[src/rtl/dds_pkg.sv]
// Shared definitions for the DDS frequency-sweep controller.
//   state_e         : sweep FSM state encoding
//   DELTAS_ADDR_DEF : default bus address of the DDS phase-increment register
package dds_pkg;

   typedef enum logic [1:0] {
      ST_IDLE  = 2'd0,
      ST_LOAD  = 2'd1,
      ST_DWELL = 2'd2,
      ST_DONE  = 2'd3
   } state_e;

   localparam logic [31:0] DELTAS_ADDR_DEF = 32'h0000_0008;

endpackage

[src/rtl/dds_sweep_ctrl.sv]
// DDS frequency-sweep controller. Steps the DDS phase increment from a start
// value by a signed step, holding each value for a number of sample strobes.
//
// Ports
//   clk, a_rst_n        : clock (rising edge), asynchronous active-low reset
//   i_start, i_stop     : single-cycle sweep start / abort requests
//   i_sample_en         : sample strobe, advances the dwell timer
//   i_delta_start/step  : first phase increment / signed per-step increment
//   i_step_count        : steps per sweep (0 behaves as 1)
//   i_dwell             : samples per step (0 behaves as 1)
//   i_continuous        : 1 = repeat sweep until stopped
//   o_write, o_addrs    : DDS bus write strobe and address
//   o_deltas_reg        : current phase increment
//   o_busy, o_done      : not-idle flag, one-cycle sweep-complete pulse
//
// state    | meaning
// ---------+--------------------------------------------------------------
// ST_IDLE  | waiting for start; o_deltas_reg holds its last value
// ST_LOAD  | one-cycle bus write of the current delta; arms the dwell timer
// ST_DWELL | counting sample strobes until the dwell timer reaches zero
// ST_DONE  | one-cycle o_done pulse after a single sweep
module dds_sweep_ctrl
   import dds_pkg::*;
#(
   parameter logic [31:0] DELTAS_ADDR = DELTAS_ADDR_DEF,
   parameter int          CNT_W       = 16
) (
   input  logic             clk,
   input  logic             a_rst_n,
   input  logic             i_start,
   input  logic             i_stop,
   input  logic             i_sample_en,
   input  logic [31:0]      i_delta_start,
   input  logic [31:0]      i_delta_step,
   input  logic [CNT_W-1:0] i_step_count,
   input  logic [CNT_W-1:0] i_dwell,
   input  logic             i_continuous,
   output logic             o_write,
   output logic [31:0]      o_addrs,
   output logic [31:0]      o_deltas_reg,
   output logic             o_busy,
   output logic             o_done
);

   localparam logic [CNT_W-1:0] ONE = CNT_W'(1);

   state_e           state_q, state_d;
   logic [31:0]      delta_q, delta_d;
   logic [31:0]      start_q, start_d;
   logic [31:0]      step_q, step_d;
   logic [CNT_W-1:0] count_q, count_d;
   logic [CNT_W-1:0] dwell_q, dwell_d;
   logic             cont_q, cont_d;
   logic [CNT_W-1:0] step_idx_q, step_idx_d;
   logic [CNT_W-1:0] dwell_cnt_q, dwell_cnt_d;

   always_ff @(posedge clk or negedge a_rst_n) begin
      if (!a_rst_n) begin
         state_q     <= ST_IDLE;
         delta_q     <= '0;
         start_q     <= '0;
         step_q      <= '0;
         count_q     <= '0;
         dwell_q     <= '0;
         cont_q      <= 1'b0;
         step_idx_q  <= '0;
         dwell_cnt_q <= '0;
      end else begin
         state_q     <= state_d;
         delta_q     <= delta_d;
         start_q     <= start_d;
         step_q      <= step_d;
         count_q     <= count_d;
         dwell_q     <= dwell_d;
         cont_q      <= cont_d;
         step_idx_q  <= step_idx_d;
         dwell_cnt_q <= dwell_cnt_d;
      end
   end

   always_comb begin
      state_d     = state_q;
      delta_d     = delta_q;
      start_d     = start_q;
      step_d      = step_q;
      count_d     = count_q;
      dwell_d     = dwell_q;
      cont_d      = cont_q;
      step_idx_d  = step_idx_q;
      dwell_cnt_d = dwell_cnt_q;

      // Abort wins over everything, including a step end in the same cycle.
      if (state_q != ST_IDLE && i_stop) begin
         state_d = ST_IDLE;
      end else begin
         case (state_q)
            ST_IDLE: begin
               if (i_start && !i_stop) begin
                  start_d    = i_delta_start;
                  step_d     = i_delta_step;
                  count_d    = (i_step_count == '0) ? ONE : i_step_count;
                  dwell_d    = (i_dwell == '0) ? ONE : i_dwell;
                  cont_d     = i_continuous;
                  delta_d    = i_delta_start;
                  step_idx_d = '0;
                  state_d    = ST_LOAD;
               end
            end
            ST_LOAD: begin
               // Dwell timer counts down; it holds the number of strobes
               // still to come before the step-ending one.
               dwell_cnt_d = dwell_q - ONE;
               state_d     = ST_DWELL;
            end
            ST_DWELL: begin
               if (i_sample_en) begin
                  if (dwell_cnt_q != '0) begin
                     dwell_cnt_d = dwell_cnt_q - ONE;
                  end else if (step_idx_q != count_q - ONE) begin
                     delta_d    = delta_q + step_q;
                     step_idx_d = step_idx_q + ONE;
                     state_d    = ST_LOAD;
                  end else if (cont_q) begin
                     delta_d    = start_q;
                     step_idx_d = '0;
                     state_d    = ST_LOAD;
                  end else begin
                     state_d = ST_DONE;
                  end
               end
            end
            ST_DONE: state_d = ST_IDLE;
            default: state_d = ST_IDLE;
         endcase
      end
   end

   assign o_write      = (state_q == ST_LOAD);
   assign o_addrs      = o_write ? DELTAS_ADDR : 32'h0;
   assign o_deltas_reg = delta_q;
   assign o_busy       = (state_q != ST_IDLE);
   assign o_done       = (state_q == ST_DONE);

endmodule

[config.mk]
export PLATFORM = sky130hd
export DESIGN_NAME = dds_sweep_ctrl
export DESIGN_NICKNAME = d
export VERILOG_FILES = /design/src/rtl/dds_pkg.sv /design/src/rtl/dds_sweep_ctrl.sv
export SDC_FILE = /design/constraint.sdc
export NUM_CORES = 1
export LEC_CHECK = 0
export BUFFER_PORTS_ARGS = -buffer_cell sky130_fd_sc_hd__buf_2
export CAP_MARGIN = 20
export CELL_PAD_IN_SITES_DETAIL_PLACEMENT = 0
export CELL_PAD_IN_SITES_GLOBAL_PLACEMENT = 1
export CORE_MARGIN = 5
export CORE_UTILIZATION = 40
export CTS_CLUSTER_DIAMETER = 80
export CTS_CLUSTER_SIZE = 24
export DETAILED_ROUTE_END_ITERATION = 8
export MAX_ROUTING_LAYER = met4
export PLACE_DENSITY_LB_ADDON = 0.1
export SLEW_MARGIN = 20
export SYNTH_ARGS = -nofsm -noshare
export SYNTH_HDL_FRONTEND = slang
export SYNTH_SLANG_ARGS = --single-unit
[constraint.sdc]
create_clock -name clk -period 8.6 [get_ports clk]
set_input_delay 1.72 -clock clk [delete_from_list [all_inputs] [get_ports clk]]
set_output_delay 1.72 -clock clk [all_outputs]
set_load 0.02 [all_outputs]
==> impl_metrics.env <==
export IMPL_outcome="complete, no violations"
export IMPL_rsz0062_at_grt="no"
export IMPL_leakage_uw=0.00568
export IMPL_r2r_cells=12
export IMPL_place_area_mm2=0.0111
export IMPL_synth_main_ff_cell="dfrtp_1"
export IMPL_postCtsSetupBuffers=0
export IMPL_remaining_drc_errors=0
export IMPL_power_density_mw_per_mm2=261
export IMPL_gr_usage_met2_pct=33.8
export IMPL_start_util_pct=40.8
export IMPL_first_pass_iters=4
export IMPL_rows=58
export IMPL_wl_per_cell_um=17.2
export IMPL_worstMarginPinSlew_ps=975
export IMPL_finalSetupTns_ps=0
export IMPL_period_share_pct=51.0
export IMPL_ys_seq_elements=163
export IMPL_routed_wl_um=29700
export IMPL_avgViaCountPerCell=5.31
export IMPL_met1_usage_pct=28.7
export IMPL_ff2ff_setup_slack_ps=4220
export IMPL_holdPathStages=2
export IMPL_yosysUniqueCellTypes=74
export IMPL_grt_max_degree=103
export IMPL_synth_seq_area_share_pct=39.6
export IMPL_via_count=9156
export IMPL_h_tree_depth=4
export IMPL_io_pins=169
export IMPL_crit_required_ps=8900
export IMPL_tritoncts="built"
export IMPL_clk_latency_ps=430
export IMPL_grt_pass1_vias=9056
export IMPL_clkSlewWorstSetupHoldPaths_ps=60
export IMPL_final_cell_mix="nand2_1, dfrtp_1, buf_2"
export IMPL_avgSynthCellArea_um2=8.06
export IMPL_synth_edf_count=0
export IMPL_finClkSkew_ps=13.6
export IMPL_dieArea_mm2=0.0291
export IMPL_finalInstanceArea_mm2=0.0118
export IMPL_holdBufCountCts=0
export IMPL_clockRootBuffer="clkbuf_16"
export IMPL_worstReg2RegStart="count_q[0]"
export IMPL_busiest_layer="met2"
export IMPL_drt_iter0_markers=605
export IMPL_ctsResizeCount=0
export IMPL_die_height_um=170
export IMPL_drv_slew=0
export IMPL_fmax_ghz=0.228
export IMPL_grt_antenna_before_repair=0
export IMPL_r2r_end="o_deltas_reg[31]"
export IMPL_core_area_mm2=0.0253
export IMPL_syn_inst=1279
export IMPL_hp_start="start_q[11]"
export IMPL_ys_async_sr_fraction_pct=100
export IMPL_cts_buffers_inserted=17
export IMPL_hold_viol=0
export IMPL_final_nets=1521
export IMPL_final_layout_size_suffix_gt1_share_pct=14.5
export IMPL_final_common_cell="nand2_1"
export IMPL_cp_max_fo=32
export IMPL_setup_violations=0
export IMPL_hold_path_class="reg2reg"
export IMPL_die_w_um=170
export IMPL_use_met3_pct=2.35
export IMPL_diodes=0
export IMPL_dp_final_hpwl_um=20900
export IMPL_worstSetupPathType="reg2reg"
export IMPL_ant_nets=0
export IMPL_syn_cell_area_mm2=0.0103
export IMPL_critical_path_arrival_ps=4680
export IMPL_cts_buffer_depth=2
export IMPL_peakVddDrop_uv=105
export IMPL_start_kind="register"
export IMPL_maxCapViolations=0
export IMPL_finalCriticalPeriod_ps=4380
export IMPL_port_buffers=137
export IMPL_yosysWarnings=0
export IMPL_hold_slack_ps=476
export IMPL_grt_ovfl_total=0
export IMPL_area_growth_pct=14.1
export IMPL_max_slew_margin_rel_pct=35.0
export IMPL_endpoint_kind="register"
export IMPL_grt_use_total_pct=21.2
export IMPL_routabilityCongestion=0.896
export IMPL_grt_pass1_wl_um=48100
export IMPL_cts_sinks=163
export IMPL_min_to="start_q[11]"
==> Yosys cell counts, types with 24 or more instances <==
| library cell | count | area (µm²) |
|---|---|---|
| ha_1 | 34 | 425 |
| o21ai_0 | 57 | 285 |
| buf_4 | 34 | 255 |
| nand3_1 | 24 | 120 |
| a21oi_1 | 87 | 435 |
| nor3_1 | 26 | 130 |
| dfrtp_1 | 163 | 4080 |
| clkbuf_1 | 40 | 150 |
| nand2_1 | 358 | 1340 |
| nor2_1 | 86 | 323 |
| o21ai_1 | 24 | 120 |
==> final cells by class <==
type / count / area (µm²)
Fill cell: 2563 / 13500
Multi-Input combinational cell: 1033 / 5790
Sequential cell: 163 / 4080
Timing Repair Buffer: 146 / 759
Clock buffer: 23 / 488
Tap cell: 330 / 413
Clock inverter: 7 / 145
Inverter: 23 / 86.3
==> how the worst max path moves through the flow <==
stage | from | endpoint | slack, ps | cells past startpoint
after floorplan | state_q[1] | dwell_cnt_q[14] | 5000 | 14
after global placement | i_start | o_deltas_reg[14] | 4340 | 8
after detailed placement | count_q[0] | o_deltas_reg[31] | 4250 | 12
after CTS | count_q[0] | o_deltas_reg[31] | 4240 | 12
after global routing | count_q[0] | o_deltas_reg[31] | 3890 | 12
final | count_q[0] | o_deltas_reg[31] | 4220 | 12
==> worst max-delay path, stage by stage, from the launching register on <==
cell	delay (ps)
dfrtp_1	420
inv_1	70
ha_1	210
or4b_1	620
or4_1	450
a21oi_1	160
nor3_1	110
and4bb_2	330
nand4b_2	180
o31ai_4	780
buf_4	490
o21ai_1	120
or3_1	300
==> report_power, final <==
group | switching [µW] | internal, µW | total [µW]
Clock | 314 | 517 | 831
Combinational | 672 | 453 | 1120
Sequential | 176 | 941 | 1120
Total | 1160 | 1910 | 3070
==> logic make-up (layout without fill, tap and decap cells) <==
group	Yosys count	after routing	synth area share [%]
AND/OR/NAND/NOR	599	599	25.9
AO/OA/AOI/OAI	300	300	18.3
flip-flops	163	163	39.6
buffers and inverters	113	199	5.73
XOR/XNOR	43	43	3.66
adder cells (fa/ha/maj)	36	36	4.42
multiplexers	24	24	2.34
other	1	31	0.0364
==> layer usage <==
metal / wire (µm) / vias to the layer above
met3: 980 / 30
met4: 550 / 0
met1: 14400 / 4345
met5: 0 / -
li1: - / 4600
met2: 13800 / 181
==> stage by stage <==
stage / utilization (%) / instances / worst slack (ps) / total power, µW
2_1_floorplan: - / 1309 / 5000 / 1930
3_3_place_gp: 44.0 / 1695 / 4340 / 2250
3_5_place_dp: 44.0 / 1695 / 4250 / 2250
4_1_cts: 46.5 / 1725 / 4240 / 3100
5_1_grt: 46.6 / 1725 / 3890 / 3290
6_report: 46.6 / 1725 / 4220 / 3070
Power figures use the tool's default switching activity.
